==> src/rtl/vdf_sq_sequencer.sv <==
// vdf_sq_sequencer
//   Drives the polynomial modular squarer T times back-to-back. The start
//   value goes to the squarer first. Each squarer result is registered and
//   fed back as the next operand. After the last squaring the value is
//   offered on a valid/ready result port.
//
// Ports
//   i_clk, i_rst                 clock, synchronous active-high reset
//   i_start_val/o_start_rdy      job handshake (ready only in IDLE)
//   i_start_dat, i_iter          initial value (redundant form), squaring count T
//   i_abort                      cancel the running job
//   o_mul_val/o_mul_dat          one-cycle issue pulse and registered operand
//   o_mul_reduce_only            held low (square mode only)
//   i_mul_val/i_mul_dat          squarer result
//   o_res_val/i_res_rdy/o_res_dat  final result handshake
//   o_iter_cnt                   squarings completed in the current/last job
//   o_busy                       not IDLE
//   o_err                        sticky: watchdog expiry or stray squarer result
module vdf_sq_sequencer #(
  parameter int I_WORD       = 5,
  parameter int COEF_BITS    = 9,
  parameter int CNT_BITS     = 32,
  parameter int MULT_LATENCY = 6,
  parameter int WDOG_SLACK   = 4
) (
  input  logic                          i_clk,
  input  logic                          i_rst,
  input  logic                          i_start_val,
  output logic                          o_start_rdy,
  input  logic [I_WORD*COEF_BITS-1:0]   i_start_dat,
  input  logic [CNT_BITS-1:0]           i_iter,
  input  logic                          i_abort,
  output logic                          o_mul_val,
  output logic                          o_mul_reduce_only,
  output logic [I_WORD*COEF_BITS-1:0]   o_mul_dat,
  input  logic                          i_mul_val,
  input  logic [I_WORD*COEF_BITS-1:0]   i_mul_dat,
  output logic                          o_res_val,
  input  logic                          i_res_rdy,
  output logic [I_WORD*COEF_BITS-1:0]   o_res_dat,
  output logic [CNT_BITS-1:0]           o_iter_cnt,
  output logic                          o_busy,
  output logic                          o_err
);

  localparam int DAT_W  = I_WORD * COEF_BITS;
  localparam int WD_LIM = MULT_LATENCY + WDOG_SLACK;
  localparam int WD_W   = $clog2(WD_LIM + 1);

  typedef enum logic [1:0] {IDLE, ISSUE, WAIT, DONE} state_t;

  state_t              state, state_nxt;
  logic [CNT_BITS-1:0] rem, rem_nxt;
  logic [CNT_BITS-1:0] cnt, cnt_nxt;
  logic [DAT_W-1:0]    mul_dat, mul_dat_nxt;
  logic [DAT_W-1:0]    res_dat, res_dat_nxt;
  logic [WD_W-1:0]     wd, wd_nxt;
  logic                err, err_nxt;

  always_ff @(posedge i_clk) begin
    if (i_rst) begin
      state   <= IDLE;
      rem     <= '0;
      cnt     <= '0;
      mul_dat <= '0;
      res_dat <= '0;
      wd      <= '0;
      err     <= 1'b0;
    end else begin
      state   <= state_nxt;
      rem     <= rem_nxt;
      cnt     <= cnt_nxt;
      mul_dat <= mul_dat_nxt;
      res_dat <= res_dat_nxt;
      wd      <= wd_nxt;
      err     <= err_nxt;
    end
  end

  always_comb begin
    state_nxt   = state;
    rem_nxt     = rem;
    cnt_nxt     = cnt;
    mul_dat_nxt = mul_dat;
    res_dat_nxt = res_dat;
    wd_nxt      = wd;
    err_nxt     = err;

    case (state)
      IDLE: begin
        if (i_start_val) begin
          rem_nxt     = i_iter;
          cnt_nxt     = '0;
          mul_dat_nxt = i_start_dat;
          res_dat_nxt = i_start_dat;
          err_nxt     = 1'b0;
          state_nxt   = (i_iter == '0) ? DONE : ISSUE;
        end
      end
      ISSUE: begin
        if (i_abort) begin
          state_nxt = IDLE;
        end else begin
          // wd counts cycles elapsed since the issue cycle.
          wd_nxt    = WD_W'(1);
          state_nxt = WAIT;
        end
      end
      WAIT: begin
        if (i_abort) begin
          // Abort takes priority over a result landing in the same cycle.
          state_nxt = IDLE;
        end else if (i_mul_val) begin
          mul_dat_nxt = i_mul_dat;
          res_dat_nxt = i_mul_dat;
          rem_nxt     = rem - CNT_BITS'(1);
          cnt_nxt     = cnt + CNT_BITS'(1);
          state_nxt   = (rem == CNT_BITS'(1)) ? DONE : ISSUE;
        end else if (wd == WD_W'(WD_LIM - 1)) begin
          // Last permitted wait cycle passed with no result: IDLE lands
          // exactly WD_LIM cycles after the issue.
          err_nxt   = 1'b1;
          state_nxt = IDLE;
        end else begin
          wd_nxt = wd + WD_W'(1);
        end
      end
      DONE: begin
        if (i_abort || i_res_rdy) state_nxt = IDLE;
      end
      default: state_nxt = IDLE;
    endcase

    // A squarer result outside WAIT has no owner; flag it and drop it.
    if (i_mul_val && (state != WAIT)) err_nxt = 1'b1;
  end

  assign o_start_rdy       = (state == IDLE);
  assign o_busy            = (state != IDLE);
  assign o_mul_val         = (state == ISSUE);
  assign o_res_val         = (state == DONE);
  assign o_mul_reduce_only = 1'b0;
  assign o_mul_dat         = mul_dat;
  assign o_res_dat         = res_dat;
  assign o_iter_cnt        = cnt;
  assign o_err             = err;

endmodule

==> config.mk <==
export PLATFORM = sky130hd
export DESIGN_NAME = vdf_sq_sequencer
export DESIGN_NICKNAME = d
export VERILOG_FILES = /design/src/rtl/vdf_sq_sequencer.sv
export SDC_FILE = /design/constraint.sdc
export NUM_CORES = 1
export LEC_CHECK = 0
export CAP_MARGIN = 10
export CORE_ASPECT_RATIO = 0.75
export CORE_MARGIN = 4
export CORE_UTILIZATION = 39
export DETAILED_ROUTE_END_ITERATION = 16
export GPL_ROUTABILITY_DRIVEN = 0
export PLACE_DENSITY = 0.78
export SYNTH_ARGS = -nofsm -noshare
export SYNTH_HDL_FRONTEND = slang
export SYNTH_SLANG_ARGS = --single-unit
export TNS_END_PERCENT = 50
==> constraint.sdc <==
create_clock -name i_clk -period 2.2 [get_ports i_clk]
set_input_delay 0.33 -clock i_clk [delete_from_list [all_inputs] [get_ports i_clk]]
set_output_delay 0.33 -clock i_clk [all_outputs]
set_load 0.02 [all_outputs]
### Word-level counts from Yosys, hierarchy flattened

Cells that the tools add are included.

| storage, ports and cells | value |
|---|---|
| word-level logic and storage cells | 71 |
| input bits | 128 |
| register bits | 116 |
| output and inout bits | 128 |

| cells by class | value |
|---|---|
| multiplexer cells | 32 |
| add/sub/neg operators | 3 |
| reduce and logical (&&, ||, !) cells | 12 |
| eq/ne operators | 18 |

Operators by type and width:

| cell | number |
|---|---|
| two-way mux 32 bit | 6 |
| two-way mux 45 bit | 3 |
| one-hot mux 32 bit (2 select lines) | 2 |
| one-hot mux 45 bit (2 select lines) | 1 |
| adder 32 x 1 -> 32 bit (second input constant) | 1 |
| == test 32 x 1 -> 1 bit (second input constant) | 1 |
| logical NOT 32 bit | 1 |
| subtractor 32 x 1 -> 32 bit (second input constant) | 1 |
| two-way mux 2 bit | 8 |
| two-way mux 4 bit | 4 |
| inequality test 2 bit (second input constant) | 7 |
| AND reduction 5 bit | 2 |
| inequality test 3 bit (second input constant) | 3 |
| one-hot mux 2 bit (4 select lines) | 1 |
| one-hot mux 4 bit (2 select lines) | 1 |
| nonzero test 2 bit | 3 |
| two-way mux 1 bit | 5 |
| adder 4 x 1 -> 4 bit (second input constant) | 1 |
| == test 2 bit (second input constant) | 2 |
| == test 4 bit (second input constant) | 1 |
| inequality test 4 bit (second input constant) | 1 |
| AND reduction 4 bit | 1 |
| inequality test 3 x 2 -> 1 bit (second input constant) | 1 |
| AND reduction 3 bit | 1 |
| 7 further kinds | 7 |

### Logic depth before layout (Yosys ltp)

Gate-level depths: netlist of the first run.

| depth | value |
|---|---|
| word-level depth | 6 |
| gate-level depth with buffers | 8 |
| mapped depth without buffers | 7 |

### Least setup slack after synthesis of the first run

No wires, ideal clock.

| path | value |
|---|---|
| path type | reg2reg |
| start | reg rem[0] |
| end | reg rem[22] |
| required time | 2130 ps |
| data arrival time | 2209 ps |
| period minus slack after synthesis | 2279 ps |
| library setup time | 70 ps |
| cell stages (with the launch flop) | 9 |
| setup slack | -79 ps |
| path buffers | 1 |
| path through | dfxtp_1 inv_1 ha_1 or3b_1 or3_1 buf_2 nor4_2 mux2_1 a21oi_1 |

| on the way | value |
|---|---|
| longest elaborated chain between the ends | 4 |

Ends and longest elaborated chain:

| element | RTL line | source |
|---|---|---|
| from (decl) | 53 | `logic [CNT_BITS-1:0] rem, rem_nxt;` |
| from (signal assigned) | 71 | `rem <= rem_nxt;` |
| subtractor 32 x 1 -> 32 bit | 116 | `rem_nxt = rem - CNT_BITS'(1);` |
| two-way mux 32 bit | 113 | `end else if (i_mul_val) begin` |
| two-way mux 32 bit | 110 | `if (i_abort) begin` |
| one-hot mux 32 bit (2 select lines) | 89 | `case (state)` |

No other way between the ends. The select of a mux whose other input is x is not followed.
A chain may end at the register's enable or synchronous reset.

### Worst setup path in the final report of the first run

| path | value |
|---|---|
| start | reg rem[17] |
| end | reg state[1] |

| on the way | value |
|---|---|
| longest elaborated chain between the ends | 5 |

Ends and longest elaborated chain:

| element | RTL line | source |
|---|---|---|
| == test 32 x 1 -> 1 bit | 118 | `state_nxt = (rem == CNT_BITS'(1)) ? DONE : ISSUE;` |
| two-way mux 2 bit | 118 |  |
| two-way mux 2 bit | 113 |  |
| two-way mux 2 bit | 110 |  |
| one-hot mux 2 bit (4 select lines) | 89 |  |
| to (signal assigned) | 70 | `state <= state_nxt;` |
| to (decl) | 52 | `state_t state, state_nxt;` |

No other way between the ends.

==> metrics.yaml, run 1 <==
seqCellArea_um2: 2330
dr_total_vias: 6768
top_layer: "met4"
ys_ff_latch: 116
power_density_nw_per_um2: 815
core_area_um2: 15300
met3_length_um: 1460
dp_hpwl_um: 15400
fin_crit_sh: 0.970
met1Wirelength_um: 9260
numCtsBuffers: 17
cp.arrival_ps: 2440
critical_path_required_ps: 2510
rsz0062_at_grt: "yes"
setup_violations: 0
dr_wl_met2_um: 10000
maxCapViolCount: 0
cp-end-kind: "flop"
hold-worst-slack_ps: 356
vias_per_cell: 5.45
area_growth_pct: 56.1
die_w_um: 153
io_buffer_count: 254
grt_usage: 0.221
nNetsFinal: 1156
cts.sinks: 116
path_clk_slew_ps: 60
multi_input_area_um2: 3320
path_class: "reg2reg"
netlist_instances: 792
io_pins: 256
grt_pass1_vias: 6136
drt-initial-drc-count: 608
critPathCapture: "state[1]"
synth.avg_cell_area_um2: 7.76
ir_drop_v: 0.000579
synth_ff_type: "dfxtp_1"
synth-edff-count: 0
async_flop_share: 0
tritoncts: "yes"
slew_viol_final: 0
placed_cells: 1207
root_buffer: "clkbuf_16"
rr_startpoint: "rem[17]"
r2r_end: "state[1]"
grt_max_degree: 88
floorplan.die.height_um: 117
drc: 0
hold_viol_final: 0
dr.pass1.iters: 6
power_w: 0.00781
grt_pass1_wl_um: 32200
ys_types: 57
grt_antenna_before_repair: 0
clock_skew_ps: 10.1
cts.path.max_buffers: 2
worstSetupStartpointType: "flop"
ys_seq_area_frac: 0.378
fin_crit_ps: 2130
reg2reg_slack_ps: 70
worstHoldPathType: "in2reg"
drive_gt1_frac: 0.114
postLayoutSetupSlackWorst_ps: 66.7
instances_no_fill: 1241
yosysWarnings: 0
htreeDepth: 4
wire_per_inst_um: 17.0
mostFrequentLayoutCells: "clkdlybuf4s50_1 (253), nand2_1 (125), dfxtp_1 (113)"
dp_slack_ps: -152
final_common_cell: "clkdlybuf4s50_1"
antenna_cells: 0
status: "completed"
reg2reg_depth: 5
syn_area_um2: 6140
fillerInstances: 1366
postRouteAntennaNets: 0
cp_max_fo: 3
insertion_delay_ps: 410
crit_path_start: "rem[17]"
rows: 39
cellLeakagePower_nw: 3.49
grt_overflow: 0
synth_fp_nets: 925
dieArea_um2: 17800
wl_um: 21100
max_freq_mhz: 469
initial_core_util: 0.401
[layer usage]
metal  up-vias  track usage
met4         0       0.0694
met3        28       0.0378
li1       3289            -
met1      3142        0.306
met2       309        0.356
met5         -            0
[state kept, by name (all words and copies together), names as in the netlist]
signal / flops
wd: 4
rem: 32
o_res_dat: 45
state: 2
o_iter_cnt: 32
o_err: 1
[where the power goes]
group	internal, W	switching (W)	leakage [nW]	total [W]
clock	0.00161	0.00114	0.280	0.00275
combinational	0.00122	0.00134	2.26	0.00255
sequential	0.00231	0.000199	0.951	0.00251
total	0.00514	0.00268	3.49	0.00781
[through the flow]
stage	TNS (ps)	area, um^2	util
floorplan	0	6140	-
global placement	-217	8940	0.583
detailed placement	-1500	8940	0.583
CTS	0	9560	0.624
global route	-3.66	9590	0.626
finish	0	9590	0.626
[final cells by class]
| class | instances | area share |
|---|---|---|
| tap | 205 | 0.0267 |
| timing repair buffer | 314 | 0.322 |
| clock inverter | 15 | 0.0166 |
| sequential | 116 | 0.243 |
| inverter | 5 | 0.00196 |
| multi-input combinational | 569 | 0.346 |
| clock buffer | 17 | 0.0444 |
[cells in the mapped netlist (all sizes together), types with 2 or more instances]
cell	n	share of area
nand2	125	0.076
dfxtp	116	0.38
nor2	101	0.062
buf	53	0.061
clkbuf	49	0.030
a311oi	45	0.064
a21oi	37	0.030
nand3	27	0.022
nor3	20	0.017
xor2	20	0.029
nor4	18	0.020
or3	18	0.018
nand4	16	0.016
o21ai	14	0.011
a211oi	11	0.013
a31oi	10	0.010
o211ai	10	0.012
or4	10	0.013
and3	9	0.0092
nand2b	7	0.0084
nor2b	7	0.0071
and2	6	0.0061
o311ai	6	0.0086
a22oi	5	0.0061
ha	5	0.010
inv	5	0.0031
xnor2	5	0.0071
and4	4	0.0057
nand3b	3	0.0037
o22ai	3	0.0031
a2111oi	2	0.0029
a21o	2	0.0024
a2bb2oi	2	0.0029
a32o	2	0.0033
o32ai	2	0.0029
or2	2	0.0020
[worst min path at each step]
stage                 start             end  slack [ps]  cells after the start
floorplan           rem[23]         rem[23]         450                      2
global placement    rem[23]         rem[23]         470                      2
detailed placement  rem[20]         rem[20]         480                      1
CTS                   i_rst  o_iter_cnt[22]         350                      4
global route          i_rst  o_iter_cnt[22]         380                      4
finish                i_rst  o_iter_cnt[22]         360                      4
[logic make-up after synthesis]
| kind of cell | Yosys count | synth area share |
|---|---|---|
| muxes | 2 | 0.00346 |
| adders and majority gates | 5 | 0.0102 |
| and+or+nand+nor | 378 | 0.295 |
| xor gates and xnor gates | 25 | 0.0356 |
| other | 1 | 0.000611 |
| buffers and inverters | 107 | 0.0943 |
| DFF | 116 | 0.378 |
| AOI/OAI and AO/OA | 158 | 0.183 |
[timing repair]
| item | 4_1_cts | 5_1_grt |
|---|---|---|
| setup endpoints to repair | 4 | 13 |
| hold buffers | 0 | 0 |
| buffers inserted | 1 | 1 |
| pin swaps | 1 | 3 |
| gates resized for setup | 11 | 6 |
[worst max-delay path: stages (launching register included)]
cell      delay [ps]
dfxtp_1          330
or3_1            400
or4_1            570
nor4_2           350
nand4_1          160
a211oi_1         220
No activity file was read; power rests on OpenSTA's default activity.
==> inputs of run 2 (changes only) <==
SKIP_CTS_REPAIR_TIMING = 1   (was default)
==> metrics.yaml, run 2 (synthesis gave the netlist of run 1 again) <==
status: "completed"
dp_hpwl_um: 15400
max_freq_mhz: 462
reg2reg_slack_ps: 40
rsz0062_at_grt: "yes"
fillerInstances: 1359
drc: 0
core_area_um2: 15300
crit_slowest_cell: "or3_4"
tritoncts: "yes"
postRouteAntennaNets: 0
io_pins: 256
wire_per_inst_um: 17.0
fin_crit_sh: 0.983
met3_usage: 0.0404
cpLargestDelayFamily: "simple AND/OR/NAND/NOR gates"
fin_crit_ps: 2160
multi_input_area_um2: 3330
area_growth_pct: 56.4
path_clk_slew_ps: 60
dr_total_vias: 6733
critical_path_required_ps: 2540
cts.sinks: 116
whs_endpoint: "o_iter_cnt[22]"
cts.path.max_buffers: 2
min_from: "i_rst"
ir_drop_v: 0.000584
cp-end-kind: "flop"
slowest_delay_ps: 410
dp_slack_ps: -152
worstSetupStartpointType: "flop"
met2_usage: 0.355
use_met1: 0.306
nNetsFinal: 1156
critical_path_buf_inv_count: 1
cp_max_fo: 6
numCtsBuffers: 17
largest_register_ffs: 45
grt.busiest_layer: "met2"
cp_cell_sequence: "inv_4 -> ha_4 -> or3b_4 -> or3_4 -> nor4_4 -> mux2_4 -> a21oi_2"
grt_pass1_wl_um: 32200
grt_usage: 0.221
grt_overflow: 0
wl_um: 21000
dr.pass1.iters: 5
clock_skew_ps: 11.9
path_class: "reg2reg"
vias_per_cell: 5.43
power_w: 0.00782
cp.arrival_ps: 2500
cellLeakagePower_nw: 3.49
seqCellArea_um2: 2330
setup_violations: 0
worstHoldPathType: "in2reg"
grt_pass1_vias: 6134
rows: 39
fin_tns_setup_ps: 0
slew_viol_final: 0
io_buffer_count: 254
dieArea_um2: 17800
r2r_end: "rem[22]"
grt_antenna_before_repair: 0
drive_gt1_frac: 0.115
htreeDepth: 4
insertion_delay_ps: 410
die_w_um: 153
initial_core_util: 0.401
postLayoutSetupSlackWorst_ps: 37.4
drt-initial-drc-count: 569
grt_max_degree: 88
reg2reg_depth: 7
hold_depth: 4
maxCapViolCount: 0
mostFrequentLayoutCells: "clkdlybuf4s50_1 (253), nand2_1 (125), dfxtp_1 (112)"
root_buffer: "clkbuf_16"
final_area_um2: 9610
placed_area_um2: 8940
hold_viol_final: 0
floorplan.die.height_um: 117
final_common_cell: "clkdlybuf4s50_1"
rr_startpoint: "rem[0]"
power_density_nw_per_um2: 814
antenna_cells: 0
[run 2: worst register-to-register path, cell delays in order (launching register included)]
cell and delay [ps]:
dfxtp_4 370, inv_4 70, ha_4 130, or3b_4 390, or3_4 410, nor4_4 250
mux2_4 340, a21oi_2 140
[run 2: how the worst max path moves through the flow]
stage / from / end / slack [ps] / depth (start not counted)
final: rem[0] / rem[22] / 40 / 7
after detailed placement: i_abort / rem[22] / -150 / 6
after floorplan: rem[0] / rem[22] / 70 / 8
after CTS: rem[0] / rem[22] / -100 / 7
after global placement: i_abort / rem[15] / -70 / 5
after global routing: rem[0] / rem[22] / -20 / 7
[run 2: metrics by stage]
| stage | instances | hold slack, ps | utilization |
|---|---|---|---|
| 2_1_floorplan | 792 | 453 | - |
| 3_3_place_gp | 1207 | 471 | 0.583 |
| 3_5_place_dp | 1207 | 482 | 0.583 |
| 4_1_cts | 1239 | 350 | 0.622 |
| 5_1_grt | 1241 | 385 | 0.627 |
| 6_report | 1241 | 351 | 0.627 |
[run 2: per-layer routing]
layer  vias to the layer above  part of all wire
met1                      3121              0.44
met4                         0             0.014
met5                         -                 0
li1                       3291                 -
met2                       292              0.48
met3                        29             0.072
[run 2: cell type report]
type                            instances  area share
Sequential cell                       116       0.243
Clock buffer                           17      0.0443
Clock inverter                         15      0.0165
Inverter                                5     0.00221
Tap cell                              205      0.0267
Multi-Input combinational cell        569       0.346
Timing Repair Buffer                  314       0.321
[run 2: where the power goes]
part / total [W] / internal, W / switching [W]
clock network: 0.00275 / 0.00161 / 0.00114
registers: 0.00251 / 0.00231 / 0.000200
logic: 0.00256 / 0.00122 / 0.00133
